$ cat config.mk
export PLATFORM = sky130hd
export DESIGN_NAME = downcounter
export DESIGN_NICKNAME = d
export VERILOG_FILES = /design/src/rtl/downcounter.sv
export SDC_FILE = /design/constraint.sdc
export NUM_CORES = 1
export LEC_CHECK = 0
export CAP_MARGIN = 10
export CORE_MARGIN = 1.5
export CORE_UTILIZATION = 56
export CTS_BUF_LIST = sky130_fd_sc_hd__clkbuf_8
export DETAILED_ROUTE_END_ITERATION = 10
export GPL_TIMING_DRIVEN = 0
export HOLD_SLACK_MARGIN = 0.15
export PLACE_DENSITY = 0.8
export SLEW_MARGIN = 40
export SYNTH_ARGS = -nofsm -noshare
export SYNTH_HDL_FRONTEND = slang
export SYNTH_SLANG_ARGS = --single-unit
$ cat constraint.sdc
create_clock -name CLK -period 2 [get_ports CLK]
set_input_delay 0.4 -clock CLK [delete_from_list [all_inputs] [get_ports CLK]]
set_output_delay 0.4 -clock CLK [all_outputs]
set_load 0.02 [all_outputs]
$ cat src/rtl/downcounter.sv
// Watchdog reset generator: fires a fixed-length reset pulse after
// RST_LMT consecutive WDFAIL-high edges. Optional WDFAIL_SYNC_EN macro.
module downcounter #(
   parameter int CNT_W         = 8,
   parameter int RST_PULSE_LEN = 4
) (
   input  logic             CLK,
   input  logic             RST_N,
   input  logic             WDFAIL,
   input  logic [CNT_W-1:0] RST_LMT,
   output logic             RSTOUT
);

   localparam int PW = (RST_PULSE_LEN > 1) ? $clog2(RST_PULSE_LEN) : 1;
   localparam logic [PW-1:0]    PLOAD = PW'(RST_PULSE_LEN - 1);
   localparam logic [CNT_W-1:0] ONE   = CNT_W'(1);

   typedef enum logic [1:0] {
      IDLE,
      COUNT,
      FIRE,
      HOLDOFF
   } state_t;

   state_t           state_q, state_d;
   logic [CNT_W-1:0] cnt_q, cnt_d;
   logic [PW-1:0]    pcnt_q, pcnt_d;
   logic             rstout_q, rstout_d;
   logic [CNT_W-1:0] lim;
   logic             wd;

`ifdef WDFAIL_SYNC_EN
   logic sync1_q, sync2_q;

   // Two-flop synchronizer for the asynchronous watchdog input
   always_ff @(posedge CLK or negedge RST_N) begin
      if (!RST_N) begin
         sync1_q <= 1'b0;
         sync2_q <= 1'b0;
      end else begin
         sync1_q <= WDFAIL;
         sync2_q <= sync1_q;
      end
   end

   assign wd = sync2_q;
`else
   assign wd = WDFAIL;
`endif

   // Limit of zero is treated as one so the pulse still needs a high sample
   assign lim = (RST_LMT == '0) ? ONE : RST_LMT;

   // Next-state, counter and pulse-length logic
   always_comb begin
      state_d = state_q;
      cnt_d   = cnt_q;
      pcnt_d  = pcnt_q;
      unique case (state_q)
         IDLE: begin
            if (wd) begin
               cnt_d = lim - ONE;
               if (lim == ONE) begin
                  state_d = FIRE;
                  pcnt_d  = PLOAD;
               end else begin
                  state_d = COUNT;
               end
            end
         end
         COUNT: begin
            if (!wd) begin
               state_d = IDLE;
               cnt_d   = '0;
            end else if (cnt_q != '0) begin
               cnt_d = cnt_q - ONE;
               if (cnt_q == ONE) begin
                  state_d = FIRE;
                  pcnt_d  = PLOAD;
               end
            end
         end
         FIRE: begin
            if (pcnt_q == '0) begin
               state_d = HOLDOFF;
            end else begin
               pcnt_d = pcnt_q - 1'b1;
            end
         end
         HOLDOFF: begin
            if (!wd) begin
               state_d = IDLE;
            end
         end
         default: begin
            state_d = IDLE;
         end
      endcase
      rstout_d = (state_d == FIRE);
   end

   // State, counters and the glitch-free reset output flop
   always_ff @(posedge CLK or negedge RST_N) begin
      if (!RST_N) begin
         state_q  <= IDLE;
         cnt_q    <= '0;
         pcnt_q   <= '0;
         rstout_q <= 1'b0;
      end else begin
         state_q  <= state_d;
         cnt_q    <= cnt_d;
         pcnt_q   <= pcnt_d;
         rstout_q <= rstout_d;
      end
   end

   assign RSTOUT = rstout_q;

endmodule

## After elaboration in Yosys (flattened, before gate mapping)

Index checks and enable logic that the tools add are counted.

- Input port bits: 11
- Flip-flop bits (word level): 13
- Output and inout port bits: 1

- Reductions and logical operators: 8
- Equality and inequality tests: 13
- Add/sub/neg operators: 3
- Muxes and demuxes: 20

Operator list:

| operator | number |
|---|---|
| 8-bit 2-to-1 mux | 4 |
| 2-bit 2-to-1 mux | 13 |
| 8-bit by 1-bit == test with 1-bit output (second input constant) | 2 |
| 8-bit one-hot mux with 2 select lines | 1 |
| 8-bit by 1-bit subtractor with 8-bit output (second input constant) | 2 |
| 2-bit inequality test (second input constant) | 6 |
| 8-bit logical NOT | 1 |
| 2-bit one-hot mux with 4 select lines | 1 |
| 8-bit nonzero test | 1 |
| 7-bit AND reduction | 1 |
| 2-bit == test (second input constant) | 3 |
| 2-bit one-hot mux with 3 select lines | 1 |
| 2-bit logical NOT | 2 |
| 3-bit inequality test (second input constant) | 1 |
| 3-bit AND reduction | 1 |
| 3-bit nonzero test | 1 |
| 2-bit by 1-bit == test with 1-bit output (second input constant) | 1 |
| 2-bit nonzero test | 1 |
| 2-bit by 1-bit subtractor with 2-bit output (second input constant) | 1 |

## Depth between registers and ports, before layout

Gate-level depths: netlist of the first run.

- Depth after elaboration: 7
- Gate-level depth with buffers: 8

## Worst setup path before layout of the first run

Ideal clock, no wire load.

- Path type: input -> register
- Start: in RST_LMT[7]
- End: reg pcnt_q[0]
- Arrival: 1.750 ns
- Required time: 1.923 ns
- Stages on the path: 8
- Setup slack: 0.173 ns
- Cell sequence: nor4_4 a21oi_1 inv_1 ha_1 nand3_2 a221o_1 nand2b_4 a21oi_1

- Word-level cells in the longest chain between the ends: 5

Ends and longest elaborated chain:

| item | RTL line | source |
|---|---|---|
| start: declaration | 10 | `input logic [CNT_W-1:0] RST_LMT,` |
| 8-bit logical NOT | 52 | `assign lim = (RST_LMT == '0) ? ONE : RST_LMT;` |
| 8-bit 2-to-1 mux (*) | 52 |  |
| 8-bit by 1-bit == test with 1-bit output (*) | 63 | `if (lim == ONE) begin` |
| 2-bit inequality test (no line) (*) | -- |  |
| 7-bit AND reduction (no line) (*) | -- |  |
| end signal: assignment | 112 | `pcnt_q <= pcnt_d;` |
| end: declaration | 27 | `logic [PW-1:0] pcnt_q, pcnt_d;` |

Mark *: on every way between the ends. The rest lies on a longest branch, timed or not.
A chain may end at the register's enable or synchronous reset.

## Final worst setup path of the first run

- Start: in RST_LMT[4]
- End: reg cnt_q[4]

- Word-level cells in the longest chain between the ends: 5

Ends and longest elaborated chain:

| item | RTL line | source |
|---|---|---|
| 8-bit logical NOT | 52 |  |
| 8-bit 2-to-1 mux (*) | 52 |  |
| 8-bit by 1-bit subtractor with 8-bit output (*) | 62 | `cnt_d = lim - ONE;` |
| 8-bit 2-to-1 mux (*) | 61 | `if (wd) begin` |
| 8-bit one-hot mux with 2 select lines (*) | 59 | `unique case (state_q)` |
| end signal: assignment | 111 | `cnt_q <= cnt_d;` |
| end: declaration | 26 | `logic [CNT_W-1:0] cnt_q, cnt_d;` |

Mark *: on every way between the ends. The rest lies on a longest branch, timed or not. The select of a mux whose other input is x is not followed.

==> flow_metrics.env, run 1 <==
export IMPL_gp_congestion=0.8523
export IMPL_io_pin_count=12
export IMPL_synth_xor_area_share_pct=3.651
export IMPL_grt_first_pass_wirelength_mm=3.643
export IMPL_syn_to_final_growth_pct=25.42
export IMPL_cts_sinks=13
export IMPL_fp_coreArea_mm2=0.001559
export IMPL_synth_area_um2=959.7
export IMPL_htreeDepth=1
export IMPL_ant_nets=0
export IMPL_rr_startpoint="cnt_q[0]"
export IMPL_drtPass1Iterations=4
export IMPL_yosys_warnings=0
export IMPL_yosys_area_top_type="dfrtp_1"
export IMPL_cts_clk_slew_worst_paths_ns=0.06
export IMPL_ir_drop_mv=0.8565
export IMPL_critPathLaunch="RST_LMT[4]"
export IMPL_cts_buffers=3
export IMPL_routed_via_density=6.419
export IMPL_dp_cells=138
export IMPL_muxShareOfSynthArea_pct=0
export IMPL_fin_area_mm2=0.001204
export IMPL_drive_gt1_share_pct=21.21
export IMPL_hpwl_mm=1.621
export IMPL_cp_arrival_ns=2.10
export IMPL_track_usage_pct=27.11
export IMPL_synth_edff_count=0
export IMPL_finalHoldViolations=0
export IMPL_worstSkewPairLatency_ns=0.25
export IMPL_synth_top_family_by_area="simple AND/OR/NAND/NOR gates"
export IMPL_slew_violations=0
export IMPL_ys_seq_elements=13
export IMPL_timing_final_crit_share_pct=98.29
export IMPL_synth_area_leaders="dfrtp_1 (34%), ha_1 (7.8%), a21oi_1 (4.7%), o21ai_0 (4.7%), nor4_4 (4.4%)"
export IMPL_wl_mm=2.404
export IMPL_grt_ovfl_total=0
export IMPL_synth_cells=111
export IMPL_hold_path_class="input port to asynchronous set/reset pin"
export IMPL_synth_ff_type="dfrtp_1"
export IMPL_drt_iter0_drc=50
export IMPL_dpl_instance_area_mm2=0.001090
export IMPL_finalSetupViolCount=0
export IMPL_grt_antenna_before_repair=0
export IMPL_cts_root_buffer="clkbuf_8"
export IMPL_max_slew_worst_pin_slew_ns=0.5994
export IMPL_synth_nets=128
export IMPL_clk_path_buf_depth=2
export IMPL_diodes=0
export IMPL_critPathKind="input port to flop"
export IMPL_chipWidth_um=44.40
export IMPL_relSlewSlack_pct=59.91
export IMPL_critPathLaunchType="input port"
export IMPL_finClkSkew_ns=0.005728
export IMPL_async_flop_share_pct=100.0
export IMPL_status="finished, final reports clean"
export IMPL_cellLeakagePower_uw=0.0005365
export IMPL_fin_crit_ns=1.966
export IMPL_cts_tree="done"
export IMPL_drc=0
export IMPL_portBuffers=11
export IMPL_dieArea_mm2=0.001971
export IMPL_wl_per_cell_um=16.24
export IMPL_synth_simple_area_share_pct=27.64
export IMPL_cp_end_kind="flop"
export IMPL_fmax_ghz=0.5087
export IMPL_synth_compound_area_share_pct=22.16
export IMPL_fin_cells=148
export IMPL_crit_fanout=4
export IMPL_yosysSeqAreaShare_pct=33.90
export IMPL_cts_hold_buf=0
export IMPL_yosys_area_share_adder_pct=7.823
export IMPL_synth_area_per_cell_um2=8.646
export IMPL_grt_pass1_vias=819
export IMPL_grt_max_degree=14
export IMPL_synth_top_area_share_pct=33.90
export IMPL_power_density_mw_per_mm2=1287
export IMPL_cp_required_ns=2.13
export IMPL_rows=14
export IMPL_die_h_um=44.40
export IMPL_vias=950
export IMPL_ys_types=35
export IMPL_fin_nets=150
export IMPL_initial_utilization_pct=61.56
export IMPL_ff2ff_path_depth=7
export IMPL_max_cap_violations=0
==> per-stage QoR <==
step           worst slack [ns]  power (uW)  TNS (ns)  util [%]  hold slack (ns)
2_1_floorplan            0.1730        1017         0         -           0.1044
3_3_place_gp            -0.5097        1174    -3.556     69.90           0.5134
3_5_place_dp            -0.5940        1208    -3.884     69.90           0.5127
4_1_cts                 0.04015        1476         0     75.92           0.5250
5_1_grt                -0.05444        1674  -0.05444     77.21           0.5476
6_report                0.03420        1549         0     77.21           0.5259
==> layer usage <==
metal / vias to the layer above / part of all wire (%) / global-route usage [%]
met5: - / 0 / 0
met2: 46 / 47 / 42.65
met1: 449 / 40 / 33.25
met3: 13 / 8.3 / 8.980
li1: 442 / - / -
met4: 0 / 3.9 / 13.33
==> registers in the layout, summed over array words and instances, names as in the netlist <==
| signal | cells |
|---|---|
| cnt_q | 8 |
| pcnt_q | 2 |
| state_q | 2 |
| RSTOUT | 1 |
==> layout by cell type, fill, tap and decap left out, types with 2 or more instances in the layout <==
| master | count |
|---|---|
| o21ai_0 | 9 |
| nand3_1 | 2 |
| a21oi_2 | 3 |
| o22ai_1 | 2 |
| a32o_1 | 2 |
| buf_4 | 6 |
| xor2_1 | 3 |
| nor2_1 | 11 |
| nor3b_1 | 2 |
| a22o_1 | 4 |
| nand2_1 | 8 |
| and2b_2 | 2 |
| nor2b_1 | 2 |
| clkbuf_8 | 3 |
| clkbuf_2 | 5 |
| ha_1 | 5 |
| inv_1 | 11 |
| clkdlybuf4s50_1 | 3 |
| dfrtp_1 | 13 |
| nor3_1 | 4 |
| a21oi_1 | 6 |
| dlygate4sd2_1 | 2 |
| nor4_4 | 3 |
==> cell type report <==
class / instances / area [um2]
Clock inverter: 1 / 3.754
Tap cell: 16 / 20.02
Multi-Input combinational cell: 86 / 636.9
Sequential cell: 13 / 325.3
Fill cell: 115 / 355.3
Inverter: 10 / 37.54
Timing Repair Buffer: 17 / 127.6
Clock buffer: 3 / 41.29
Buffer: 2 / 11.26
==> logic make-up (layout without fill, tap and decap cells) <==
family,after synthesis,in the layout
AO/OA/AOI/OAI,33,33
XOR/XNOR,4,4
adder cells (fa/ha/maj),6,6
buffers and inverters,12,33
flip-flops,13,13
AND/OR/NAND/NOR,43,43
==> report_power, final <==
| group | total, uW | internal (uW) | switching, uW |
|---|---|---|---|
| sequential | 514 | 379 | 135 |
| clock | 236 | 136 | 99.9 |
| combinational | 799 | 356 | 443 |
==> cells in the mapped netlist, types with 2 or more instances <==
cell     instances
a21oi_1          9
a22o_1           4
a31oi_1          2
a32o_1           2
and2b_2          2
dfrtp_1         13
ha_1             6
inv_1           10
nand2_1          8
nand3_1          2
nor2_1          11
nor2b_1          2
nor3_1           5
nor3b_1          2
nor4_4           2
o21ai_0          9
o22ai_1          2
xor2_1           3
==> worst paths after layout <==
kind	slack, ns	to
max in group asynchronous	1.08	pcnt_q[1]
min in group CLK	0.53	cnt_q[6]
worst min-delay path	0.53	cnt_q[5]
worst max-delay path	0.03	cnt_q[4]
worst min register to register	0.53	cnt_q[6]
worst max register to register	0.11	cnt_q[4]
==> timing repair <==
action / in CTS / in global routing
endpoints found under the hold margin: 0 / 0
resized for setup: 13 / 16
pin swaps: 4 / 6
buffers inserted: 4 / 2
setup endpoints to repair: 8 / 5
==> critical path, stage by stage <==
cell	delay [ns]
clkdlybuf4s15_1	0.25
nor4_4	0.32
a21oi_2	0.10
buf_4	0.15
ha_1	0.22
nand2_1	0.10
xor2_1	0.16
o22ai_1	0.13
a22o_1	0.27
(Power assumes the default switching activity.)
==> run 2, diff against run 1 <==
--- a/config.mk
+++ b/config.mk
@@ -11,7 +11,7 @@
 export CTS_BUF_LIST = sky130_fd_sc_hd__clkbuf_8
 export DETAILED_ROUTE_END_ITERATION = 10
 export GPL_TIMING_DRIVEN = 0
-export HOLD_SLACK_MARGIN = 0.15
+export HOLD_SLACK_MARGIN = 0.03
 export PLACE_DENSITY = 0.8
 export SLEW_MARGIN = 40
 export SYNTH_ARGS = -nofsm -noshare
==> results of run 2 <==
Final layout, timing and power as in run 1 (identical DEF).
